[src/rtl/mem_req_arbiter_pkg.sv]
// Shared opcode codes plus the arbiter's local FSM and owner encodings.
package mem_req_arbiter_pkg;

    localparam int unsigned OPC_W = 6;

    localparam logic [OPC_W-1:0] OPC_LB  = 6'h01;
    localparam logic [OPC_W-1:0] OPC_LH  = 6'h02;
    localparam logic [OPC_W-1:0] OPC_LW  = 6'h03;
    localparam logic [OPC_W-1:0] OPC_LBU = 6'h04;
    localparam logic [OPC_W-1:0] OPC_LHU = 6'h05;
    localparam logic [OPC_W-1:0] OPC_SB  = 6'h08;
    localparam logic [OPC_W-1:0] OPC_SH  = 6'h09;
    localparam logic [OPC_W-1:0] OPC_SW  = 6'h0A;

    typedef enum logic [1:0] {StIdle, StGrant, StWait, StResp} arb_state_e;
    typedef enum logic [1:0] {OwnNone, OwnIf, OwnLs} arb_owner_e;

    function automatic logic is_store(input logic [OPC_W-1:0] t);
        return (t == OPC_SB) || (t == OPC_SH) || (t == OPC_SW);
    endfunction

endpackage

[src/rtl/arb_starve_counter.sv]
// Counts LSB grants taken while a fetch waits; flags when the fetch must go next.
module arb_starve_counter #(
    parameter int unsigned STARVE_LIMIT = 4
) (
    input  logic clk,
    input  logic rst,
    input  logic rdy_i,
    input  logic clr_i,
    input  logic inc_i,
    output logic force_fetch_o
);

    localparam int unsigned CntW = $clog2(STARVE_LIMIT + 1);
    localparam logic [CntW-1:0] Limit = CntW'(STARVE_LIMIT);

    logic [CntW-1:0] cnt_q;

    always_ff @(posedge clk) begin
        if (rst) begin
            cnt_q <= '0;
        end else if (rdy_i) begin
            if (clr_i) begin
                cnt_q <= '0;
            end else if (inc_i && (cnt_q != Limit)) begin
                cnt_q <= cnt_q + 1'b1;
            end
        end
    end

    assign force_fetch_o = (cnt_q == Limit);

endmodule

[src/rtl/mem_req_arbiter.sv]
// Arbitrates icache fetches and LSB requests onto the single memory-controller request port.
module mem_req_arbiter
    import mem_req_arbiter_pkg::*;
#(
    parameter int unsigned ADDR_W       = 32,
    parameter int unsigned DATA_W       = 32,
    parameter int unsigned OPT_W        = OPC_W,
    parameter int unsigned STARVE_LIMIT = 4
) (
    input  logic              clk,
    input  logic              rst,
    input  logic              rdy_i,
    input  logic              flush_i,
    input  logic              if_valid_i,
    input  logic [ADDR_W-1:0] if_addr_i,
    output logic              if_done_o,
    output logic [DATA_W-1:0] if_data_o,
    input  logic              ls_valid_i,
    input  logic [ADDR_W-1:0] ls_addr_i,
    input  logic [DATA_W-1:0] ls_wdata_i,
    input  logic [OPT_W-1:0]  ls_type_i,
    output logic              ls_done_o,
    output logic [DATA_W-1:0] ls_rdata_o,
    output logic              mc_if_valid_o,
    output logic              mc_ls_valid_o,
    output logic [ADDR_W-1:0] mc_addr_o,
    output logic [DATA_W-1:0] mc_wdata_o,
    output logic [OPT_W-1:0]  mc_type_o,
    input  logic              mc_if_done_i,
    input  logic              mc_ls_done_i,
    input  logic [DATA_W-1:0] mc_rdata_i
);

    arb_state_e        state_q;
    arb_owner_e        owner_q;
    logic              kill_q;
    logic              mc_if_valid_q, mc_ls_valid_q;
    logic [ADDR_W-1:0] mc_addr_q;
    logic [DATA_W-1:0] mc_wdata_q;
    logic [OPT_W-1:0]  mc_type_q;
    logic              if_done_q, ls_done_q;
    logic [DATA_W-1:0] if_data_q, ls_rdata_q;

    logic force_fetch, pick_ls, grant, grant_if, grant_ls;
    logic in_flight, owner_done, kill_set, kill_now;

    always_comb begin
        pick_ls    = ls_valid_i && !(if_valid_i && force_fetch);
        grant      = (state_q == StIdle) && !flush_i && (if_valid_i || ls_valid_i);
        grant_if   = grant && !pick_ls;
        grant_ls   = grant && pick_ls;
        in_flight  = (state_q == StGrant) || (state_q == StWait);
        owner_done = ((owner_q == OwnIf) && mc_if_done_i) || ((owner_q == OwnLs) && mc_ls_done_i);
        // Fetches and loads become stale on flush; stores must still retire.
        kill_set   = flush_i && in_flight &&
                     ((owner_q == OwnIf) ||
                      ((owner_q == OwnLs) && !is_store(OPC_W'(mc_type_q))));
        kill_now   = kill_q || kill_set;
    end

    arb_starve_counter #(
        .STARVE_LIMIT (STARVE_LIMIT)
    ) u_starve (
        .clk           (clk),
        .rst           (rst),
        .rdy_i         (rdy_i),
        .clr_i         (flush_i || grant_if),
        .inc_i         (grant_ls && if_valid_i),
        .force_fetch_o (force_fetch)
    );

    always_ff @(posedge clk) begin
        if (rst) begin
            state_q       <= StIdle;
            owner_q       <= OwnNone;
            kill_q        <= 1'b0;
            mc_if_valid_q <= 1'b0;
            mc_ls_valid_q <= 1'b0;
            mc_addr_q     <= '0;
            mc_wdata_q    <= '0;
            mc_type_q     <= '0;
            if_done_q     <= 1'b0;
            ls_done_q     <= 1'b0;
            if_data_q     <= '0;
            ls_rdata_q    <= '0;
        end else if (rdy_i) begin
            if_done_q <= 1'b0;
            ls_done_q <= 1'b0;
            unique case (state_q)
                StIdle: begin
                    if (grant) begin
                        state_q       <= StGrant;
                        owner_q       <= pick_ls ? OwnLs : OwnIf;
                        kill_q        <= 1'b0;
                        mc_if_valid_q <= !pick_ls;
                        mc_ls_valid_q <= pick_ls;
                        mc_addr_q     <= pick_ls ? ls_addr_i : if_addr_i;
                        mc_wdata_q    <= pick_ls ? ls_wdata_i : '0;
                        mc_type_q     <= pick_ls ? ls_type_i : '0;
                    end
                end
                StGrant, StWait: begin
                    if (kill_set) begin
                        kill_q <= 1'b1;
                    end
                    if (owner_done) begin
                        state_q       <= StResp;
                        mc_if_valid_q <= 1'b0;
                        mc_ls_valid_q <= 1'b0;
                        if (!kill_now && (owner_q == OwnIf)) begin
                            if_done_q <= 1'b1;
                            if_data_q <= mc_rdata_i;
                        end
                        if (!kill_now && (owner_q == OwnLs)) begin
                            ls_done_q  <= 1'b1;
                            ls_rdata_q <= mc_rdata_i;
                        end
                    end else begin
                        state_q <= StWait;
                    end
                end
                StResp: begin
                    state_q <= StIdle;
                    owner_q <= OwnNone;
                    kill_q  <= 1'b0;
                end
                default: state_q <= StIdle;
            endcase
        end
    end

    // A completion must only come back for the side currently in flight.
    a_if_done_owned: assert property (@(posedge clk) disable iff (rst)
        (rdy_i && mc_if_done_i) |-> (in_flight && (owner_q == OwnIf)));
    a_ls_done_owned: assert property (@(posedge clk) disable iff (rst)
        (rdy_i && mc_ls_done_i) |-> (in_flight && (owner_q == OwnLs)));

    assign mc_if_valid_o = mc_if_valid_q;
    assign mc_ls_valid_o = mc_ls_valid_q;
    assign mc_addr_o     = mc_addr_q;
    assign mc_wdata_o    = mc_wdata_q;
    assign mc_type_o     = mc_type_q;
    assign if_done_o     = if_done_q;
    assign if_data_o     = if_data_q;
    assign ls_done_o     = ls_done_q;
    assign ls_rdata_o    = ls_rdata_q;

endmodule

[config.mk]
export PLATFORM = sky130hd
export DESIGN_NAME = mem_req_arbiter
export DESIGN_NICKNAME = d
export VERILOG_FILES = /design/src/rtl/mem_req_arbiter_pkg.sv /design/src/rtl/arb_starve_counter.sv /design/src/rtl/mem_req_arbiter.sv
export SDC_FILE = /design/constraint.sdc
export NUM_CORES = 1
export LEC_CHECK = 0
export CORE_MARGIN = 2
export CORE_UTILIZATION = 41
export DETAILED_ROUTE_END_ITERATION = 10
export GPL_ROUTABILITY_DRIVEN = 0
export HOLD_SLACK_MARGIN = 0.1
export PLACE_DENSITY = 0.81
export SLEW_MARGIN = 25
export SYNTH_ARGS = -nofsm -noshare
export SYNTH_HDL_FRONTEND = slang
export SYNTH_SLANG_ARGS = --single-unit
[constraint.sdc]
create_clock -name clk -period 2.3 [get_ports clk]
set_clock_uncertainty 0.2 [all_clocks]
set_input_delay 0.345 -clock clk [delete_from_list [all_inputs] [get_ports clk]]
set_output_delay 0.345 -clock clk [all_outputs]
set_load 0.01 [all_outputs]
# Word-level counts from Yosys, hierarchy flattened

Index checks and enable logic that the tools add are counted.

Register bits after elaboration: 146

Equal/unequal tests: 13
Add/subtract/negate cells: 1
Reductions and logical operators: 41
Mux-type cells: 25

Operators by type and width:

| cell                  | count |
|---|---|
| $mux W32              | 2 |
| $eq A6 B4 Y1 const B  | 3 |
| $logic_and A1 B1 Y1   | 15 |
| $mux W1               | 12 |
| $reduce_and A4 Y1     | 3 |
| $reduce_and A3 Y1     | 3 |
| $logic_or A1 B1 Y1    | 8 |
| $eq A2 B2 Y1 const B  | 3 |
| $mux W2               | 3 |
| $mux W3               | 2 |
| $mux W6               | 1 |
| $ne A2 B2 Y1 const B  | 3 |
| $pmux W2 S3           | 1 |
| $reduce_bool A2 Y1    | 3 |
| $logic_not A1 Y1      | 5 |
| $eq A2 B1 Y1 const B  | 2 |
| $pmux W1 S2           | 2 |
| $pmux W2 S2           | 1 |
| $reduce_and A2 Y1     | 2 |
| $add A3 B1 Y3 const B | 1 |
| $eq A3 B3 Y1 const B  | 1 |
| $ne A3 B3 Y1 const B  | 1 |
| $pmux W1 S3           | 1 |
| $logic_not A2 Y1      | 1 |
| $reduce_or A2 Y1      | 1 |

# Logic depth before layout (Yosys ltp)

Gate-level depths: netlist of the first run.

Word-level depth: 13
Depth in mapped cells: 8
Mapped depth without buffers: 6

# By module

A second synthesis of the first run with hierarchy kept.

Cell total of the unflattened synthesis: 671
Area total of the unflattened synthesis: 6,253.5 um2

By module, submodules not included:

| module             | seq. area each (um2) | cells an instance | times used | area each (um2) |
|---|---|---|---|---|
| mem_req_arbiter    | 2,862.7              | 651               | 1          | 6,074.6 |
| arb_starve_counter | 60.1                 | 20                | 1          | 178.9 |

# Least setup slack after synthesis of the first run

OpenSTA, ideal clock, no wires.

Path kind: register to register
Start point: register state_q[0]
End point: register if_data_q[13], in the netlist if_data_o[13]
Stages on the path, launching flop included: 9
Buffers on the path: 2
Library setup time: 132 ps
Path slack: 309 ps
Arrival time: 1,659 ps
Clock period less this slack: 1,991 ps
Required time: 1,968 ps
Cell sequence: dfxtp_1 > inv_1 > ha_1 > nand3b_1 > or3_1 > clkbuf_1 > buf_2 > nand2_1 > a21oi_1

Word-level cells in the longest chain between the ends: 8
Elaborated cells on any way between the ends: 10
Those cells by class: eq/ne (2); reduce/logical (8)

Ends and longest elaborated chain:

| what                                                | line                   | text |
|---|---|---|
| start: declaration                                  | mem_req_arbiter.sv:34  | `arb_state_e state_q;` |
| start signal: assignment                            | mem_req_arbiter.sv:74  | `state_q <= StIdle;` |
| start signal: assignment                            | mem_req_arbiter.sv:92  | `state_q <= StGrant;` |
| start signal: assignment                            | mem_req_arbiter.sv:107 | `state_q <= StResp;` |
| $eq A2 B1 Y1 / $eq A2 B2 Y1 (equally long branches) | mem_req_arbiter.sv:52  | `in_flight = (state_q == StGrant) \|\| (state_q == StWait);` |
| $logic_or A1 B1 Y1 *                                | mem_req_arbiter.sv:52  |  |
| via in_flight                                       | mem_req_arbiter.sv:45  | `logic in_flight, owner_done, kill_set, kill_now;` |
| $logic_and A1 B1 Y1 * (2 in a row)                  | mem_req_arbiter.sv:55  | `kill_set = flush_i && in_flight &&` |
| $logic_or A1 B1 Y1 *                                | mem_req_arbiter.sv:58  | `kill_now = kill_q \|\| kill_set;` |
| $logic_not A1 Y1 *                                  | mem_req_arbiter.sv:110 | `if (!kill_now && (owner_q == OwnIf)) begin` |
| $logic_and A1 B1 Y1 *                               | mem_req_arbiter.sv:110 |  |
| $reduce_and A4 Y1 (no line) *                       | --                     |  |
| end signal: assignment                              | mem_req_arbiter.sv:112 | `if_data_q <= mc_rdata_i;` |
| end: declaration                                    | mem_req_arbiter.sv:42  | `logic [DATA_W-1:0] if_data_q, ls_rdata_q;` |

The timed path passes the listed nets; every way through them passes the cells marked *.
A chain may end at the register's enable or synchronous reset.

# Worst setup path in the final report of the first run

Start point: register state_q[1]
End point: register ls_rdata_q[7], in the netlist ls_rdata_o[7]

Word-level cells in the longest chain between the ends: 8
Elaborated cells on any way between the ends: 10
Those cells by class: eq/ne (2); reduce/logical (8)

Ends and longest elaborated chain:

| what                                                | line                   | text |
|---|---|---|
| $eq A2 B1 Y1 / $eq A2 B2 Y1 (equally long branches) | mem_req_arbiter.sv:52  |  |
| $logic_or A1 B1 Y1 *                                | mem_req_arbiter.sv:52  |  |
| via in_flight                                       | mem_req_arbiter.sv:45  |  |
| $logic_and A1 B1 Y1 * (2 in a row)                  | mem_req_arbiter.sv:55  |  |
| $logic_or A1 B1 Y1 *                                | mem_req_arbiter.sv:58  |  |
| $logic_not A1 Y1 *                                  | mem_req_arbiter.sv:114 | `if (!kill_now && (owner_q == OwnLs)) begin` |
| $logic_and A1 B1 Y1 *                               | mem_req_arbiter.sv:114 |  |
| $reduce_and A4 Y1 (no line) *                       | --                     |  |
| end signal: assignment                              | mem_req_arbiter.sv:116 | `ls_rdata_q <= mc_rdata_i;` |
| end: declaration                                    | mem_req_arbiter.sv:42  |  |

Marked as above.

==> impl_metrics.tcl, run 1 <==
set metrics [dict create \
    gr-usage-all-layers 0.219 \
    combPwrFrac 0.132 \
    antenna_found_initial 0 \
    min_period_ns 2.12 \
    synth_fp_nets 810 \
    grt_max_degree 55 \
    hpwlAfterDp_mm 11.9 \
    ir_drop_mv 0.529 \
    fin_setup_tns_ns 0 \
    post-route-period-util 0.923 \
    worst_slew_pin_slew_ns 0.496 \
    num_vias 5589 \
    die_w_um 123 \
    drive_gt1_frac 0.0616 \
    clock_power_share 0.443 \
    drv_slew 0 \
    final_common_cell "clkdlybuf4s50_1" \
    clock_path_buffers 2 \
    synth_top_area_frac 0.499 \
    place_area_mm2 0.00891 \
    synthFlopType "dfxtp_1" \
    status "finished clean" \
    crit_chain "inv_1 > ha_1 > nand3b_1 > buf_4 > a211oi_4 > buf_12 > mux2i_1" \
    placed_cells 1092 \
    grt_overflow 0 \
    drv_cap 0 \
    die_area_mm2 0.0153 \
    die_h_um 123 \
    synthArstFlopShare 0 \
    power_leakage_nw 3.36 \
    cp-start-kind "flip-flop" \
    ys_top_cells_by_area "dfxtp_1 (50%), nand2_1 (8.6%), nand2b_1 (7.4%)" \
    ys_seq_area_frac 0.499 \
    worst-setup-path-type "reg -> reg" \
    ys_ff_latch 146 \
    rsz0062_at_grt "no" \
    r2r-start "state_q[1]" \
    grt_first_pass_wirelength_mm 26.0 \
    row_count 43 \
    clk_latency_ns 0.41 \
    cts_resized 0 \
    wl_per_cell_um 15.1 \
    cts_hold_buf 0 \
    core_area_mm2 0.0139 \
    clock.fmax_mhz 471 \
    finalPower_mw 6.22 \
    routed_wl_mm 16.9 \
    cts_buffers 17 \
    synth_area_mm2 0.00585 \
    cts_tree "built" \
    intPower_mw 4.86 \
    final_cell_mix "clkdlybuf4s50_1 (278), dfxtp_1 (146), nand2_1 (134)" \
    port_buffers 279 \
    yosysTopAreaCell "dfxtp_1" \
    htreeDepth 4 \
    setup_viol 0 \
    path_buf_inv 3 \
    ys_warn_count 0 \
    cp_slowest_stage_delay_ns 0.38 \
    relSlewSlack 0.669 \
    grt_pass1_vias 5131 \
    netlist_instances 664 \
    finalNetCount 1077 \
    instances_no_fill 1121 \
    final_area_mm2 0.00949 \
    timing.critical_path.arrival_ns 2.26 \
    power.switching_mw 1.37 \
    ant_nets 0 \
    power_density_mw_per_mm2 656 \
    area.growth.synth_to_final_pct 62.2 \
    hold_path_class "in -> reg" \
    path_delay_family "buffers and inverters" \
    drtPass1Iterations 5 \
    cts_root_buf "clkbuf_16" \
    crit_required_ns 2.43 \
    antenna_cells 0 \
    report.final.hold_viol_count 0 \
    postSynthAreaPerCell_um2 8.82 \
    drc 0 \
    drt_iter0_markers 319 \
    end_kind "flip-flop" \
    worst_hold_slack_ns 0.181 \
    p_seq_frac 0.425 \
    clkSinkCount 146 \
    cp_slowest_cell "ha_1" \
    swShare 0.219 \
    start_util 0.420 \
    ys_types 39 \
    path_clk_slew_ns 0.06 \
    ios 280 \
    worstHoldStart "rst" \
    synth_edf_count 0 \
    startpoint "state_q[1]" \
    worstPathMaxFanout 33 \
    cts_setup_buffers 0 \
    drt-vias-per-instance 4.99 \
]
==> final timing paths <==
| check | end | depth (start not counted) | slack, ns |
|---|---|---|---|
| worst max register to register | ls_rdata_o[7] | 7 | 0.18 |
| worst min register to register | if_data_o[5] | 2 | 0.25 |
| worst min-delay path | mc_wdata_o[28] | 2 | 0.18 |
| worst max-delay path | ls_rdata_o[7] | 7 | 0.18 |
==> sequential cells by signal, summed over array words and instances, names as in the netlist, 2 cells and up <==
signal and count:
mc_wdata_o 32, if_data_o 32, state_q 2, mc_addr_o 32
ls_rdata_o 32, mc_type_o 6, owner_q 2, u_starve.cnt_q 3
==> synth_stat cells (2+ instances only) <==
cell type  number
a311oi_1       32
clkbuf_1       24
nand3b_1        3
nor4_1          2
buf_2          23
buf_8           3
dfxtp_1       146
buf_4           2
nand3_1         4
xnor2_1         2
nor2_1         78
mux2i_1        34
ha_1            4
a22oi_1        38
a22o_1          2
nand2_1       134
nand2b_1       69
inv_1           7
a21oi_1        35
nor4b_2         2
o21ai_0         2
==> layer usage <==
layer,GRT usage,routed length [um]
met1,0.270,7170
met2,0.357,8230
met3,0.0775,1280
met4,0.0661,240
met5,0,0
==> cell families after synthesis <==
group,after synthesis,share of synthesized area
simple gates,300,0.234
flops,146,0.499
compound gates,119,0.148
buf+inv,59,0.0498
mux,34,0.0581
fa+ha+maj,4,0.00855
xor+xnor,2,0.00299
==> layout make-up <==
class,instances,area [um^2]
clock buffers,24,482
clock inverters,5,103
fillers,1095,4440
inverters,7,26.3
multi-input cells,459,2660
flip-flops and latches,146,2920
well taps,180,225
repair buffers,300,3070
==> power groups by stage <==
stage | Sequential, mW | Clock (mW) | Combinational (mW)
finish | 2.65 | 2.76 | 0.819
global route | 2.66 | 2.93 | 0.886
CTS | 2.65 | 2.81 | 0.823
detailed placement | 2.70 | 0 | 0.816
global placement | 2.70 | 0 | 0.809
floorplan | 2.73 | 0 | 0.291
==> stage by stage <==
| stage | setup slack [ns] | util |
|---|---|---|
| finish | 0.177 | 0.681 |
| global route | 0.0331 | 0.681 |
| CTS | 0.197 | 0.681 |
| detailed placement | 0.0415 | 0.639 |
| global placement | 0.166 | 0.639 |
| floorplan | 0.309 | - |
Power figures use the tool's default switching activity.
==> run 2: changes to the inputs <==
--- a/config.mk
+++ b/config.mk
@@ -11,7 +11,6 @@
 export GPL_ROUTABILITY_DRIVEN = 0
 export HOLD_SLACK_MARGIN = 0.1
 export PLACE_DENSITY = 0.81
-export SLEW_MARGIN = 25
 export SYNTH_ARGS = -nofsm -noshare
 export SYNTH_HDL_FRONTEND = slang
 export SYNTH_SLANG_ARGS = --single-unit
==> results of run 2 <==
The final DEF is identical to that of run 1; final timing and power are the same.
